`config.mk`:
```
export PLATFORM = sky130hd
export DESIGN_NAME = pc_sequencer_flat
export DESIGN_NICKNAME = d
export VERILOG_FILES = /design/src/rtl/pc_sequencer_if.sv /design/src/rtl/pc_sequencer.sv /design/src/flat_wrapper.sv
export SDC_FILE = /design/constraint.sdc
export NUM_CORES = 1
export LEC_CHECK = 0
export BUFFER_PORTS_ARGS = -buffer_cell sky130_fd_sc_hd__buf_2
export CORE_ASPECT_RATIO = 0.7
export CORE_UTILIZATION = 50
export CTS_CLUSTER_SIZE = 14
export DETAILED_ROUTE_END_ITERATION = 10
export GPL_ROUTABILITY_DRIVEN = 0
export PLACE_DENSITY_LB_ADDON = 0.05
export SYNTH_ARGS = -nofsm -noshare
export SYNTH_HDL_FRONTEND = slang
export SYNTH_SLANG_ARGS = --single-unit
export TNS_END_PERCENT = 5
```
`constraint.sdc`:
```
create_clock -name fclk -period 3.9 [get_ports fclk]
set_clock_uncertainty 0.15 [all_clocks]
set_input_delay 0.195 -clock fclk [delete_from_list [all_inputs] [get_ports fclk]]
set_output_delay 0.195 -clock fclk [all_outputs]
set_load 0.03 [all_outputs]
```
`src/rtl/pc_sequencer_if.sv`:
```
// Decoder-to-PC-sequencer bus: command handshake, data byte, vector select and PC/address results.
// The sequencer sits on the slave modport and the instruction decoder on the master modport.
interface pc_sequencer_if;
    logic [2:0]  cmd;
    logic        cmd_valid;
    logic        cmd_ready;
    logic [7:0]  db_in;
    logic [1:0]  vec_sel;
    logic [15:0] pc_out;
    logic [15:0] addr_out;
    logic        page_cross;
    logic        busy;

    modport master (
        output cmd,
        output cmd_valid,
        output db_in,
        output vec_sel,
        input  cmd_ready,
        input  pc_out,
        input  addr_out,
        input  page_cross,
        input  busy
    );

    modport slave (
        input  cmd,
        input  cmd_valid,
        input  db_in,
        input  vec_sel,
        output cmd_ready,
        output pc_out,
        output addr_out,
        output page_cross,
        output busy
    );
endinterface

```
`src/rtl/pc_sequencer.sv`:
```
// 65C02-style PC sequencer: INC/LOAD in 1 cycle, page-crossing BRANCH in 2, VECTOR fetch in 3.
// Ready only in IDLE; commands offered while busy are dropped, not queued.
module pc_sequencer #(
    parameter logic [15:0] RESET_PC = 16'h0000,
    parameter logic [15:0] VEC_BASE = 16'hFFFA
) (
    input  logic          fclk,
    input  logic          rst,
    pc_sequencer_if.slave bus
);

    localparam logic [1:0] ST_IDLE   = 2'd0;
    localparam logic [1:0] ST_BR_FIX = 2'd1;
    localparam logic [1:0] ST_VEC_LO = 2'd2;
    localparam logic [1:0] ST_VEC_HI = 2'd3;

    localparam logic [2:0] CMD_INC     = 3'd1;
    localparam logic [2:0] CMD_LOAD_LO = 3'd2;
    localparam logic [2:0] CMD_LOAD_HI = 3'd3;
    localparam logic [2:0] CMD_BRANCH  = 3'd4;
    localparam logic [2:0] CMD_VECTOR  = 3'd5;

    logic [1:0]  state_q, state_d;
    logic [15:0] pc_q, pc_d;
    logic [7:0]  tmp_lo_q, tmp_lo_d;
    logic [7:0]  br_hi_q, br_hi_d;
    logic [15:0] vec_q, vec_d;
    logic        page_cross_q, page_cross_d;

    logic        accept;
    logic [15:0] br_off;
    logic [15:0] br_target;
    logic        br_same_page;
    logic [15:0] vec_addr;

    assign accept       = bus.cmd_valid && (state_q == ST_IDLE);
    assign br_off       = {{8{bus.db_in[7]}}, bus.db_in};
    assign br_target    = pc_q + br_off;
    assign br_same_page = (br_target[15:8] == pc_q[15:8]);

    always_comb begin
        vec_addr = VEC_BASE + 16'd4;
        case (bus.vec_sel)
            2'd0:    vec_addr = VEC_BASE;
            2'd1:    vec_addr = VEC_BASE + 16'd2;
            default: vec_addr = VEC_BASE + 16'd4;
        endcase
    end

    always_comb begin
        state_d  = state_q;
        pc_d     = pc_q;
        tmp_lo_d = tmp_lo_q;
        br_hi_d  = br_hi_q;
        vec_d    = vec_q;
        case (state_q)
            ST_IDLE: begin
                if (accept) begin
                    case (bus.cmd)
                        CMD_INC:     pc_d = pc_q + 16'd1;
                        CMD_LOAD_LO: tmp_lo_d = bus.db_in;
                        CMD_LOAD_HI: pc_d = {bus.db_in, tmp_lo_q};
                        CMD_BRANCH: begin
                            if (br_same_page) begin
                                pc_d = br_target;
                            end else begin
                                // Low byte lands now; the high byte is fixed up a cycle later.
                                pc_d    = {pc_q[15:8], br_target[7:0]};
                                br_hi_d = br_target[15:8];
                                state_d = ST_BR_FIX;
                            end
                        end
                        CMD_VECTOR: begin
                            vec_d   = vec_addr;
                            state_d = ST_VEC_LO;
                        end
                        default: ;
                    endcase
                end
            end
            ST_BR_FIX: begin
                pc_d    = {br_hi_q, pc_q[7:0]};
                state_d = ST_IDLE;
            end
            ST_VEC_LO: begin
                tmp_lo_d = bus.db_in;
                state_d  = ST_VEC_HI;
            end
            ST_VEC_HI: begin
                pc_d    = {bus.db_in, tmp_lo_q};
                state_d = ST_IDLE;
            end
            default: state_d = ST_IDLE;
        endcase
    end

    // Registered decode keeps page_cross free of combinational glitches.
    assign page_cross_d = (state_d == ST_BR_FIX);

    always_ff @(posedge fclk or posedge rst) begin
        if (rst) begin
            state_q      <= ST_IDLE;
            pc_q         <= RESET_PC;
            tmp_lo_q     <= 8'h00;
            br_hi_q      <= 8'h00;
            vec_q        <= 16'h0000;
            page_cross_q <= 1'b0;
        end else begin
            state_q      <= state_d;
            pc_q         <= pc_d;
            tmp_lo_q     <= tmp_lo_d;
            br_hi_q      <= br_hi_d;
            vec_q        <= vec_d;
            page_cross_q <= page_cross_d;
        end
    end

    always_comb begin
        bus.addr_out = pc_q;
        case (state_q)
            ST_VEC_LO: bus.addr_out = vec_q;
            ST_VEC_HI: bus.addr_out = vec_q + 16'd1;
            default:   bus.addr_out = pc_q;
        endcase
    end

    assign bus.cmd_ready  = (state_q == ST_IDLE);
    assign bus.busy       = (state_q != ST_IDLE);
    assign bus.pc_out     = pc_q;
    assign bus.page_cross = page_cross_q;

endmodule

```
`src/flat_wrapper.sv`:
```
// flat-port wrapper written by rule: the top's interface ports become plain ports
module pc_sequencer_flat 
#(
    parameter logic [15:0] RESET_PC = 16'h0000,
    parameter logic [15:0] VEC_BASE = 16'hFFFA
)
  (fclk, rst, bus_cmd, bus_cmd_valid, bus_db_in, bus_vec_sel, bus_cmd_ready, bus_pc_out, bus_addr_out, bus_page_cross, bus_busy);
  pc_sequencer_if bus_i ();
  input  logic fclk;
  input  logic rst;
  input wire logic [$bits(bus_i.cmd)-1:0] bus_cmd;
  input wire logic [$bits(bus_i.cmd_valid)-1:0] bus_cmd_valid;
  input wire logic [$bits(bus_i.db_in)-1:0] bus_db_in;
  input wire logic [$bits(bus_i.vec_sel)-1:0] bus_vec_sel;
  output wire logic [$bits(bus_i.cmd_ready)-1:0] bus_cmd_ready;
  output wire logic [$bits(bus_i.pc_out)-1:0] bus_pc_out;
  output wire logic [$bits(bus_i.addr_out)-1:0] bus_addr_out;
  output wire logic [$bits(bus_i.page_cross)-1:0] bus_page_cross;
  output wire logic [$bits(bus_i.busy)-1:0] bus_busy;
  assign bus_i.cmd = bus_cmd;
  assign bus_i.cmd_valid = bus_cmd_valid;
  assign bus_i.db_in = bus_db_in;
  assign bus_i.vec_sel = bus_vec_sel;
  assign bus_cmd_ready = bus_i.cmd_ready;
  assign bus_pc_out = bus_i.pc_out;
  assign bus_addr_out = bus_i.addr_out;
  assign bus_page_cross = bus_i.page_cross;
  assign bus_busy = bus_i.busy;
  pc_sequencer #(.RESET_PC(RESET_PC), .VEC_BASE(VEC_BASE)) u_core (.fclk(fclk), .rst(rst), .bus(bus_i));
endmodule
```
======== Yosys cells after proc, flatten, opt, wreduce, memory -nomap -nowiden ========
Index checks and enable logic that the tools add are counted.
operators by class
  equality and inequality tests ........... 15
  bitwise operators ....................... 2
  add/sub/neg operators ................... 3
  muxes and demuxes ....................... 13
  reductions and logical operators ........ 13
operators with widths
  operator                                               count
  one-hot mux 16 bit (3 select lines)                    2
  adder 16 x 1 -> 16 bit, second input constant          2
  two-way mux 16 bit                                     2
  one-hot mux 16 bit (2 select lines)                    1
  adder 16 bit                                           1
  two-way mux 8 bit                                      2
  one-hot mux 8 bit (2 select lines)                     1
  AND reduction 4 bit                                    3
  equality test 8 bit                                    1
  equality test 2 x 1 -> 1 bit, second input constant    3
  equality test 3 x 2 -> 1 bit, second input constant    2
  equality test 3 bit, second input constant             2
  one-hot mux 2 bit (3 select lines)                     1
  one-hot mux 3 bit (2 select lines)                     1
  AND reduction 3 bit                                    2
  nonzero test 2 bit                                     3
  equality test 2 bit, second input constant             2
  logical NOT 2 bit                                      2
  two-way mux 2 bit                                      2
  inequality test 2 x 1 -> 1 bit, second input constant  2
  inequality test 4 x 1 -> 1 bit, second input constant  1
  one-hot mux 2 bit (2 select lines)                     1
  equality test 3 x 1 -> 1 bit, second input constant    1
  inequality test 3 x 2 -> 1 bit, second input constant  1
  4 further kinds                                        5
word-level totals
  word-level logic and storage cells ...... 53
  output and inout port bits .............. 35
  input port bits ......................... 16
  flip-flop bits (word level) ............. 51

======== Depth between registers and ports, before layout ========
Gate-level depths: netlist (run 1).
  depth in word-level cells ............... 7
  mapped depth ............................ 10
  mapped depth without buffers ............ 10

======== Worst setup path before layout (run 1) ========
OpenSTA, ideal clock, no wires.
  path kind ............................... register -> register
  from .................................... register u_core.pc_q[0], in the netlist u_core.bus.pc_out[0]
  to ...................................... register u_core.pc_q[10], in the netlist u_core.bus.pc_out[10]
  stages on the path, launching flop included .. 11
  buffers on the path ..................... 0
  library setup time ...................... 0.125 ns
  data required time ...................... 3.625 ns
  period minus slack after synthesis ...... 3.912 ns
  setup slack ............................. -0.012 ns
  arrival time ............................ 3.637 ns
  cell sequence ........................... dfrtp_1 -> ha_1 -> fa_1 -> a211oi_2 -> nor4_1 -> nor4_4 -> mux2i_1 -> nor4_4 -> or4b_4 -> a311oi_4 -> mux2_2
on the way
  cells in the longest elaborated chain, start to end .. 5
RTL lines
  item                                 line                 text
  start: declaration                   pc_sequencer.sv:24   logic [15:0] pc_q, pc_d;
  start signal: assignment             pc_sequencer.sv:110  pc_q <= pc_d;
  adder 16 bit                         pc_sequencer.sv:38   assign br_target = pc_q + br_off;
  two-way mux 16 bit                   pc_sequencer.sv:64   if (br_same_page) begin
  one-hot mux 16 bit (3 select lines)  pc_sequencer.sv:59   case (bus.cmd)
  two-way mux 16 bit                   pc_sequencer.sv:58   if (accept) begin
  one-hot mux 16 bit (3 select lines)  pc_sequencer.sv:56   case (state_q)
Parallel ways exist; a longest one is shown, timed or not. The select of a mux whose other input is x is not followed.
A chain may end at the register's enable or synchronous reset.

======== Worst setup path in the final report (run 1) ========
  from .................................... register u_core.pc_q[10], in the netlist u_core.bus.pc_out[10]
  to ...................................... register u_core.pc_q[10], in the netlist u_core.bus.pc_out[10]
The elaborated chain is that of the path after synthesis.

==> reports/qor.yml, run 1 <==
outcome:
  outcome: "finished, final reports clean"
route:
  ant_nets: 0
  routedWlPerCell_um: 19.8
  vias: 3611
  drt_iter0_drc: 304
  drc: 0
  drt_wl_total_mm: 11.4
  first_pass_iters: 5
  vias_per_cell: 6.24
timing:
  setup_viol: 0
  fmax_ghz: 0.267
  fin_crit_sh_pct: 96.1
  tns_ns: 0
  slew_violations: 0
  hold_violations: 0
  slew_headroom_pct: 17.3
  min_period_ns: 3.75
  tightest_slew_ns: 1.24
  rsz0062_at_grt: "no"
clock_tree:
  clock_path_buffers: 2
  cts_tree: "built"
  clock_sinks: 38
  path_clk_slew_ns: 0.09
  clk_latency_ns: 0.30
  ctsRootBufferMaster: "clkbuf_8"
  cts_made_buffers: 5
  ctsHtreeMaxLevel: 2
cells_and_area:
  drive_above_1_share_pct: 27.2
  fin_nets: 522
  insertedDiodeCount: 0
  fin_area_um2: 4270
  syn_to_final_growth_pct: 19.3
  fin_util_pct: 62.6
yosys:
  ys_warn_count: 0
  synthTopCellsByArea: "dfrtp_1 (27%), ha_1 (7.3%), mux2_2 (7.2%), xor2_1 (4.7%), a21oi_1 (4.6%)"
  synthArstFlopShare_pct: 100
  yosysUniqueCellTypes: 60
  yosysTopAreaCell: "dfrtp_1"
  ys_seq_elements: 38
  syn_inst: 416
  synthFlopType: "dfrtp_1"
  synth_edf_count: 0
  syn_nets: 454
  syn_area_per_cell_um2: 8.60
  synth_top_area_share_pct: 26.6
  synth.cell_area_um2: 3580
  ys_seq_area_share_pct: 26.6
floorplanning:
  core_area_um2: 6820
  io-pin-count: 51
  initial_utilization_pct: 52.5
  die_y_um: 72.8
  die_w_um: 103
  dieArea_um2: 7500
  rows: 25
global_routing:
  grt_max_degree: 39
  grt_pass1_vias: 3349
  antenna_found_initial: 0
  grt_pass1_wl_mm: 17.8
  grt_usage_pct: 32.0
  grt.overflow.total: 0
worst_setup_path:
  endpoint_kind: "register"
  critPathKind: "reg -> reg"
  critPathMaxFanout: 7
  cp-start-kind: "register"
  worstPathArrival_ns: 3.79
  worstPathRequired_ns: 3.94
job:
  max_cap_violations: 0
place:
  hpwl_mm: 8.62
  port_buffers: 50
  dpl-instance-area_um2: 4080
worst_hold_path:
  hold_class: "in -> reg"
[path summary, 6_finish.rpt]
path                            depth (start not counted)                              start  slack [ns]                                end
worst max-delay path                                    9  u_core.bus.pc_out[10]$_DFFE_PP0P_        0.15  u_core.bus.pc_out[10]$_DFFE_PP0P_
worst min-delay path                                    3                     bus_vec_sel[1]        0.03        u_core.vec_q[1]$_DFFE_PP0P_
worst max register to register                          9  u_core.bus.pc_out[10]$_DFFE_PP0P_        0.15  u_core.bus.pc_out[10]$_DFFE_PP0P_
worst min register to register                          1       u_core.vec_q[14]$_DFFE_PP0P_        0.32       u_core.vec_q[14]$_DFFE_PP0P_
max in group asynchronous                               4                                rst        2.82   u_core.bus.pc_out[0]$_DFFE_PP0P_
min in group asynchronous                               4                                rst        0.40        u_core.vec_q[2]$_DFFE_PP0P_
[registers in the layout, indices dropped and copies added, names as in the netlist]
register and flops:
u_core.bus.pc_out 16, u_core.bus.page_cross 1, u_core.state_q 2, u_core.vec_q 3
u_core.tmp_lo_q 8, u_core.br_hi_q 8
[cells in the mapped netlist (all sizes together) (2+ instances only)]
master / number
o221a: 2
o21bai: 2
a211oi: 5
inv: 8
nor3b: 2
a21o: 16
o21a: 3
o22ai: 4
nor2b: 4
nand4: 7
or3: 2
nand2: 27
and3: 3
nor4b: 4
o31ai: 4
a21oi: 34
o22a: 3
a221oi: 8
mux2: 23
nor4: 5
xor2: 19
dfrtp: 38
ha: 21
xnor2: 12
nor3: 11
a31oi: 2
buf: 4
a22oi: 16
nor2: 40
clkbuf: 20
o21ai: 29
nand2b: 3
nand3: 10
mux2i: 4
[kinds of logic (layout without fill, tap and decap cells)]
group                      Yosys count  count (layout)  synth area share (%)
AOI/OAI and AO/OA                  140             140                  27.2
DFF                                 38              38                  26.6
adders and majority gates           22              22                  7.90
and+or+nand+nor                    125             125                  18.0
muxes                               27              27                  8.36
xor gates and xnor gates            32              32                  8.22
buffers and inverters               32             101                  3.67
[layer usage]
metal / vias to the layer above / share of wire, % / GRT usage, % / wire (um)
met4: 0 / 1.5 / 8.61 / 176
met2: 149 / 44 / 48.1 / 5030
met3: 19 / 8.6 / 7.09 / 985
met1: 1755 / 46 / 46.3 / 5240
li1: 1688 / - / - / -
met5: - / 0 / 0 / 0
[worst max-delay path, stage by stage, from the launching register on]
cell,delay (ns)
dfrtp_1,0.42
ha_1,0.49
nand2_1,0.18
o31ai_1,0.35
mux2i_1,0.13
a311o_1,0.33
nor4_4,0.28
or4b_4,0.52
a311oi_4,0.41
mux2_2,0.38
[final cells by class]
| class | instances | area (um^2) |
|---|---|---|
| Clock buffer | 5 | 68.8 |
| Clock inverter | 3 | 68.8 |
| Fill cell | 627 | 2550 |
| Inverter | 8 | 30.0 |
| Multi-Input combinational cell | 346 | 2520 |
| Sequential cell | 38 | 952 |
| Tap cell | 94 | 118 |
| Timing Repair Buffer | 85 | 515 |
[layout by cell type (no fill, tap or decap), types with 3 or more instances in the layout]
cell,Yosys,final
nand2_1,27,27
a21o_1,16,16
nand2b_1,3,3
and3_1,3,3
clkbuf_8,0,5
o22a_1,3,3
nor2_1,40,40
inv_1,8,8
o22ai_1,4,4
nor4b_1,4,4
a221oi_1,8,8
a211oi_1,3,3
a21oi_1,33,32
nor2b_1,4,4
xnor2_1,12,12
o31ai_1,4,4
buf_2,3,50
o21ai_0,28,28
ha_1,21,21
mux2_2,23,23
nand4_1,7,7
nor4_1,3,3
a22oi_1,16,16
dfrtp_1,38,37
nand3_1,10,10
buf_4,0,34
xor2_1,19,19
o21a_1,3,3
nor3_1,11,11
[per-stage QoR]
step,hold WS [ns],cells,setup slack [ns]
finish,0.0261,579,0.151
global route,0.0555,579,0.00512
CTS,0.0223,576,0.0235
detailed placement,0.196,567,0.00920
global placement,0.190,567,0.0905
floorplan,0.196,416,0.0654
[what timing repair did]
| action | 4_1_cts | 5_1_grt |
|---|---|---|
| gates resized for setup | 1 | 4 |
| endpoints found under the hold margin | 38 | 0 |
| pin swaps | 1 | 4 |
| buffers inserted | 0 | 3 |
| hold buffers | 1 | 0 |
| setup endpoints to repair | 2 | 12 |
Power of run 1 is left out: the tool's default activity adds up to more than one toggle a clock period on the data nets, which glitch-free logic cannot reach.
==> run 2, diff against run 1 <==
- CORE_MARGIN: not set -> 5
==> reports/qor.yml, run 2 (synthesis gave the netlist of run 1 again) <==
place:
  hpwl_mm: 8.63
  port_buffers: 50
  dpl-instance-area_um2: 4080
route:
  first_pass_iters: 5
  met1Wirelength_mm: 5.47
  vias_per_cell: 6.24
  routedWlPerCell_um: 19.6
  ant_nets: 0
  drt_iter0_drc: 364
  vias: 3618
  met3_length_um: 858
  drt_wl_total_mm: 11.4
  top_layer_used: "met4"
  wl_met2_mm: 4.85
  drc: 0
outcome:
  outcome: "finished, final reports clean"
cells_and_area:
  fin_nets: 523
  drive_above_1_share_pct: 26.7
  mostFrequentLayoutCell: "buf_2"
  syn_to_final_growth_pct: 19.4
  largest_register_ffs: 16
  final_cell_mix: "buf_2 (50), nor2_1 (40), dfrtp_1 (37)"
  fin_area_um2: 4270
  insertedDiodeCount: 0
worst_setup_path:
  worstPathArrival_ns: 3.82
  slowest_stage: "or4b_4"
  worstPathRequired_ns: 3.93
  critPathKind: "reg -> reg"
  critPathMaxFanout: 4
  endpoint_kind: "register"
  cpPeakStageDelay_ns: 0.52
  crit_chain: "ha_1, fa_1, a211oi_4, buf_4, nor3_1, nor2_1, mux2i_1, nor4_4, or4b_4, a311oi_4, mux2_2"
  r2r_slack_ns: 0.11
  cp-start-kind: "register"
clock_tree:
  clk_latency_ns: 0.29
  path_clk_slew_ns: 0.08
  ctsRootBufferMaster: "clkbuf_8"
  cts_tree: "built"
  ctsHtreeMaxLevel: 2
  clock_sinks: 38
  cts_made_buffers: 5
  clock_path_buffers: 2
timing:
  fin_crit_sh_pct: 97.1
  fmax_ghz: 0.264
  tightest_slew_ns: 1.06
  slew_headroom_pct: 29.4
  min_period_ns: 3.79
  setup_viol: 0
  slew_violations: 0
  hold_violations: 0
global_routing:
  grt_usage_pct: 25.2
  grt_pass1_vias: 3285
  antenna_found_initial: 0
  grt_max_degree: 39
  grt_pass1_wl_mm: 18.0
  grt.overflow.total: 0
floorplanning:
  die_y_um: 80.8
  core_area_um2: 6850
  die_w_um: 111
  io-pin-count: 51
  initial_utilization_pct: 52.2
  rows: 25
  dieArea_um2: 8980
job:
  max_cap_violations: 0
worst_hold_path:
  hold_class: "in -> reg"
-- run 2: final cells by class --
| cell class | instances | area, um^2 |
|---|---|---|
| fill | 622 | 2580 |
| multi-input combinational | 346 | 2510 |
| sequential | 38 | 952 |
| timing repair buffer | 86 | 523 |
| tap | 94 | 118 |
| clock buffer | 6 | 82.6 |
| clock inverter | 2 | 60.1 |
| inverter | 8 | 30.0 |
-- run 2: stage by stage --
step | std cells | util (%) | hold WS, ns | TNS (ns) | worst slack, ns
final | 580 | 62.4 | 0.0289 | 0 | 0.114
after detailed placement | 567 | 59.5 | 0.195 | 0 | 0.00581
after global placement | 567 | 59.5 | 0.195 | 0 | 0.0835
after floorplan | 416 | - | 0.196 | 0 | 0.0654
after CTS | 576 | 61.9 | 0.0312 | 0 | 0.00326
after global routing | 580 | 62.4 | 0.0563 | -0.00127 | -0.00127
-- run 2: final timing paths --
| check | from | to | cells after the start |
|---|---|---|---|
| worst max-delay path | u_core.bus.pc_out[0]$_DFFE_PP0P_ | u_core.bus.pc_out[10]$_DFFE_PP0P_ | 11 |
| worst min-delay path | bus_vec_sel[1] | u_core.vec_q[1]$_DFFE_PP0P_ | 3 |
| worst max register to register | u_core.bus.pc_out[0]$_DFFE_PP0P_ | u_core.bus.pc_out[10]$_DFFE_PP0P_ | 11 |
| worst min register to register | u_core.vec_q[14]$_DFFE_PP0P_ | u_core.vec_q[14]$_DFFE_PP0P_ | 1 |
| max in group asynchronous | rst | u_core.bus.pc_out[0]$_DFFE_PP0P_ | 4 |
| min in group asynchronous | rst | u_core.vec_q[2]$_DFFE_PP0P_ | 4 |
-- run 2: worst max-delay path, delay by kind of cell (launching register included) --
| family | cells | cell delay, ns |
|---|---|---|
| simple gates | 4 | 1.07 |
| compound gates | 2 | 0.68 |
| flops | 1 | 0.41 |
| fa+ha+maj | 2 | 0.68 |
| buf+inv | 1 | 0.16 |
| mux | 2 | 0.52 |
-- run 2: layer usage --
| layer | GRT usage (%) | vias up |
|---|---|---|
| met4 | 5.95 | 0 |
| li1 | - | 1695 |
| met5 | 0 | - |
| met1 | 38.2 | 1748 |
| met3 | 3.57 | 16 |
| met2 | 38.2 | 159 |
-- run 2: what timing repair did --
item | CTS | global route
hold buffers | 1 | 0
setup endpoints to repair | 2 | 5
buffers inserted | 0 | 4
pin swaps | 0 | 3
gates resized for setup | 1 | 1
endpoints found under the hold margin | 38 | 0
Power of run 2 is left out for the same reason.
==> run 3, diff against run 2 <==
- ABC_AREA: not set -> 1
- BUFFER_PORTS_ARGS: -buffer_cell sky130_fd_sc_hd__buf_2 -> not set
- DONT_BUFFER_PORTS: not set -> 1
==> reports/qor.yml, run 3 <==
pwr:
  power_density_nw_per_um2: 900
  power_mw: 3.61
  power.leakage_nw: 2.04
  ir_worst_vdd_mv: 0.424
floorplanning:
  core_area_um2: 7220
  initial_utilization_pct: 51.0
  dieArea_um2: 9210
  io-pin-count: 51
  die_w_um: 113
  die_y_um: 81.8
  rows: 26
timing:
  setup_viol: 0
  tightest_slew_ns: 0.993
  rsz0062_at_grt: "no"
  slew_headroom_pct: 33.8
  tns_ns: 0
  slew_violations: 0
  min_period_ns: 3.15
  hold_violations: 0
  fmax_ghz: 0.318
  holdWs_ns: 0.0348
  fin_crit_sh_pct: 80.7
yosys:
  yosys-top-cells-count: "nand2_1 (173), inv_1 (85), dfrtp_1 (38), o21ai_0 (38), nand3_1 (36)"
  ys_warn_count: 0
  syn_area_per_cell_um2: 6.49
  ys_seq_elements: 38
  yosysTopAreaCell: "dfrtp_1"
  yosysUniqueCellTypes: 40
  syn_nets: 605
  synthTopCellsByArea: "dfrtp_1 (26%), nand2_1 (18%), inv_1 (8.7%), ha_1 (7.1%), o21ai_0 (5.2%)"
  synthArstFlopShare_pct: 100
  synthFlopType: "dfrtp_1"
  synth_top_area_share_pct: 25.8
  ys_seq_area_share_pct: 25.8
  synth_edf_count: 0
  syn_inst: 567
  synth.cell_area_um2: 3680
  synth_most_common_cell: "nand2_1"
route:
  vias_per_cell: 5.60
  drt_wl_total_mm: 11.5
  routedWlPerCell_um: 16.9
  drc: 0
  met3_length_mm: 1.32
  first_pass_iters: 6
  wl_met2_mm: 4.89
  top_layer_used: "met4"
  ant_nets: 0
  vias: 3822
  drt_iter0_drc: 304
  met1Wirelength_mm: 5.17
worst_setup_path:
  worstPathRequired_ns: 3.95
  crit_chain: "ha_1, fa_1, nand2_1, nand2_1, and2_1, nand3_1, nand3_1, nand2_1, nand2_1, nand2_1, nand2_1, nor2_2, nand3_2, nand3_2, nand2_4, nand2_1, o21ai_2"
  worstSetupStartpoint: "u_core.bus.pc_out[0]$_DFFE_PP0P_"
  worstPathArrival_ns: 3.20
  crit_path_frequent_cell: "nand2_1"
  r2r_start: "u_core.bus.pc_out[0]$_DFFE_PP0P_"
  cp-start-kind: "register"
  endpoint_kind: "register"
  critPathKind: "reg -> reg"
  cpPeakStageDelay_ns: 0.57
  critPathMaxFanout: 16
  slowest_stage: "dfrtp_1"
global_routing:
  grt.overflow.total: 0
  grt_usage_pct: 25.7
  grt_max_degree: 39
  grt_pass1_wl_mm: 18.5
  antenna_found_initial: 0
  grt_pass1_vias: 3531
clock_tree:
  clk_latency_ns: 0.30
  post-cts-setup-buffers: 0
  cts_tree: "built"
  path_clk_slew_ns: 0.09
  ctsRootBufferMaster: "clkbuf_8"
  cts_made_buffers: 5
  ctsHtreeMaxLevel: 2
  clock_path_buffers: 2
  clock_sinks: 38
  cts_resized: 0
cells_and_area:
  instances_no_fill: 682
  mostFrequentLayoutCell: "nand2_1"
  fin_nets: 621
  drive_above_1_share_pct: 13.0
  final_cell_mix: "nand2_1 (173), inv_1 (85), o21ai_0 (38), dfrtp_1 (38), nand3_1 (36)"
  syn_to_final_growth_pct: 9.07
  insertedDiodeCount: 0
  largest_register_ffs: 16
outcome:
  outcome: "finished, final reports clean"
place:
  port_buffers: 0
  hpwl_mm: 9.08
  place_inst: 664
worst_hold_path:
  min_from: "bus_db_in[4]"
  hold_class: "in -> reg"
job:
  max_cap_violations: 0
-- run 3: changes by cell type after synthesis, moves of 12 or more --
cell	delta
a22oi_1	-16
nand2_1	+146
inv_1	+77
mux2_2	-23
o21ai_2	+15
a21o_1	-16
nand3_1	+26
xor2_1	-13
nand2_2	+15
clkbuf_1	-12
-- run 3: worst max-delay path, delay by kind of cell (launching register included) --
family | cells | cell delay [ns]
simple gates | 14 | 1.48
fa+ha+maj | 2 | 0.76
flops | 1 | 0.57
compound gates | 1 | 0.06
-- run 3: what timing repair did --
action	in CTS	in global routing
endpoints found under the hold margin	45	1
hold buffers	9	1
endpoints found under the setup margin	0	0
-- run 3: layout make-up --
type | instances | area, um^2
fill | 747 | 3210
inverter | 88 | 333
clock buffer | 6 | 82.6
sequential | 38 | 951
timing repair buffer | 20 | 175
clock inverter | 2 | 12.5
tap | 98 | 123
multi-input combinational | 430 | 2340
-- run 3: worst paths after layout --
| path | endpoint | slack [ns] | cells past startpoint |
|---|---|---|---|
| max | u_core.bus.pc_out[13]$_DFFE_PP0P_ | 0.75 | 17 |
| min | u_core.tmp_lo_q[4]$_DFFE_PP0P_ | 0.03 | 2 |
| max reg2reg | u_core.bus.pc_out[13]$_DFFE_PP0P_ | 0.75 | 17 |
| min reg2reg | u_core.vec_q[14]$_DFFE_PP0P_ | 0.37 | 1 |
| max in group asynchronous | u_core.bus.page_cross$_DFF_PP0_ | 2.94 | 3 |
| min in group asynchronous | u_core.br_hi_q[7]$_DFFE_PP0P_ | 0.29 | 3 |
-- run 3: metal layers --
metal  track usage (%)  vias up
li1                  -     1861
met1              37.0     1765
met2              38.9      178
met3              6.77       18
met4              5.76        0
met5                 0        -
-- run 3: logic make-up after synthesis --
logic type | synth area share, %
buf+inv | 10.8
simple gates | 36.3
flops | 25.8
xor+xnor | 2.38
compound gates | 17.0
fa+ha+maj | 7.68
-- run 3: power breakdown --
part           internal, mW  total (mW)  switching, mW
registers             0.577       0.850          0.273
logic                 0.735        2.47           1.73
clock network         0.142       0.296          0.154
total                  1.45        3.61           2.16
-- run 3: stage by stage --
| stage | instance area, um^2 | util, % | worst slack, ns |
|---|---|---|---|
| 2_1_floorplan | 3680 | - | 1.13 |
| 3_3_place_gp | 3820 | 52.9 | 0.845 |
| 3_5_place_dp | 3820 | 52.9 | 0.755 |
| 4_1_cts | 4010 | 55.5 | 0.746 |
| 5_1_grt | 4020 | 55.6 | 0.517 |
| 6_report | 4020 | 55.6 | 0.751 |
Power figures use the tool's default switching activity.
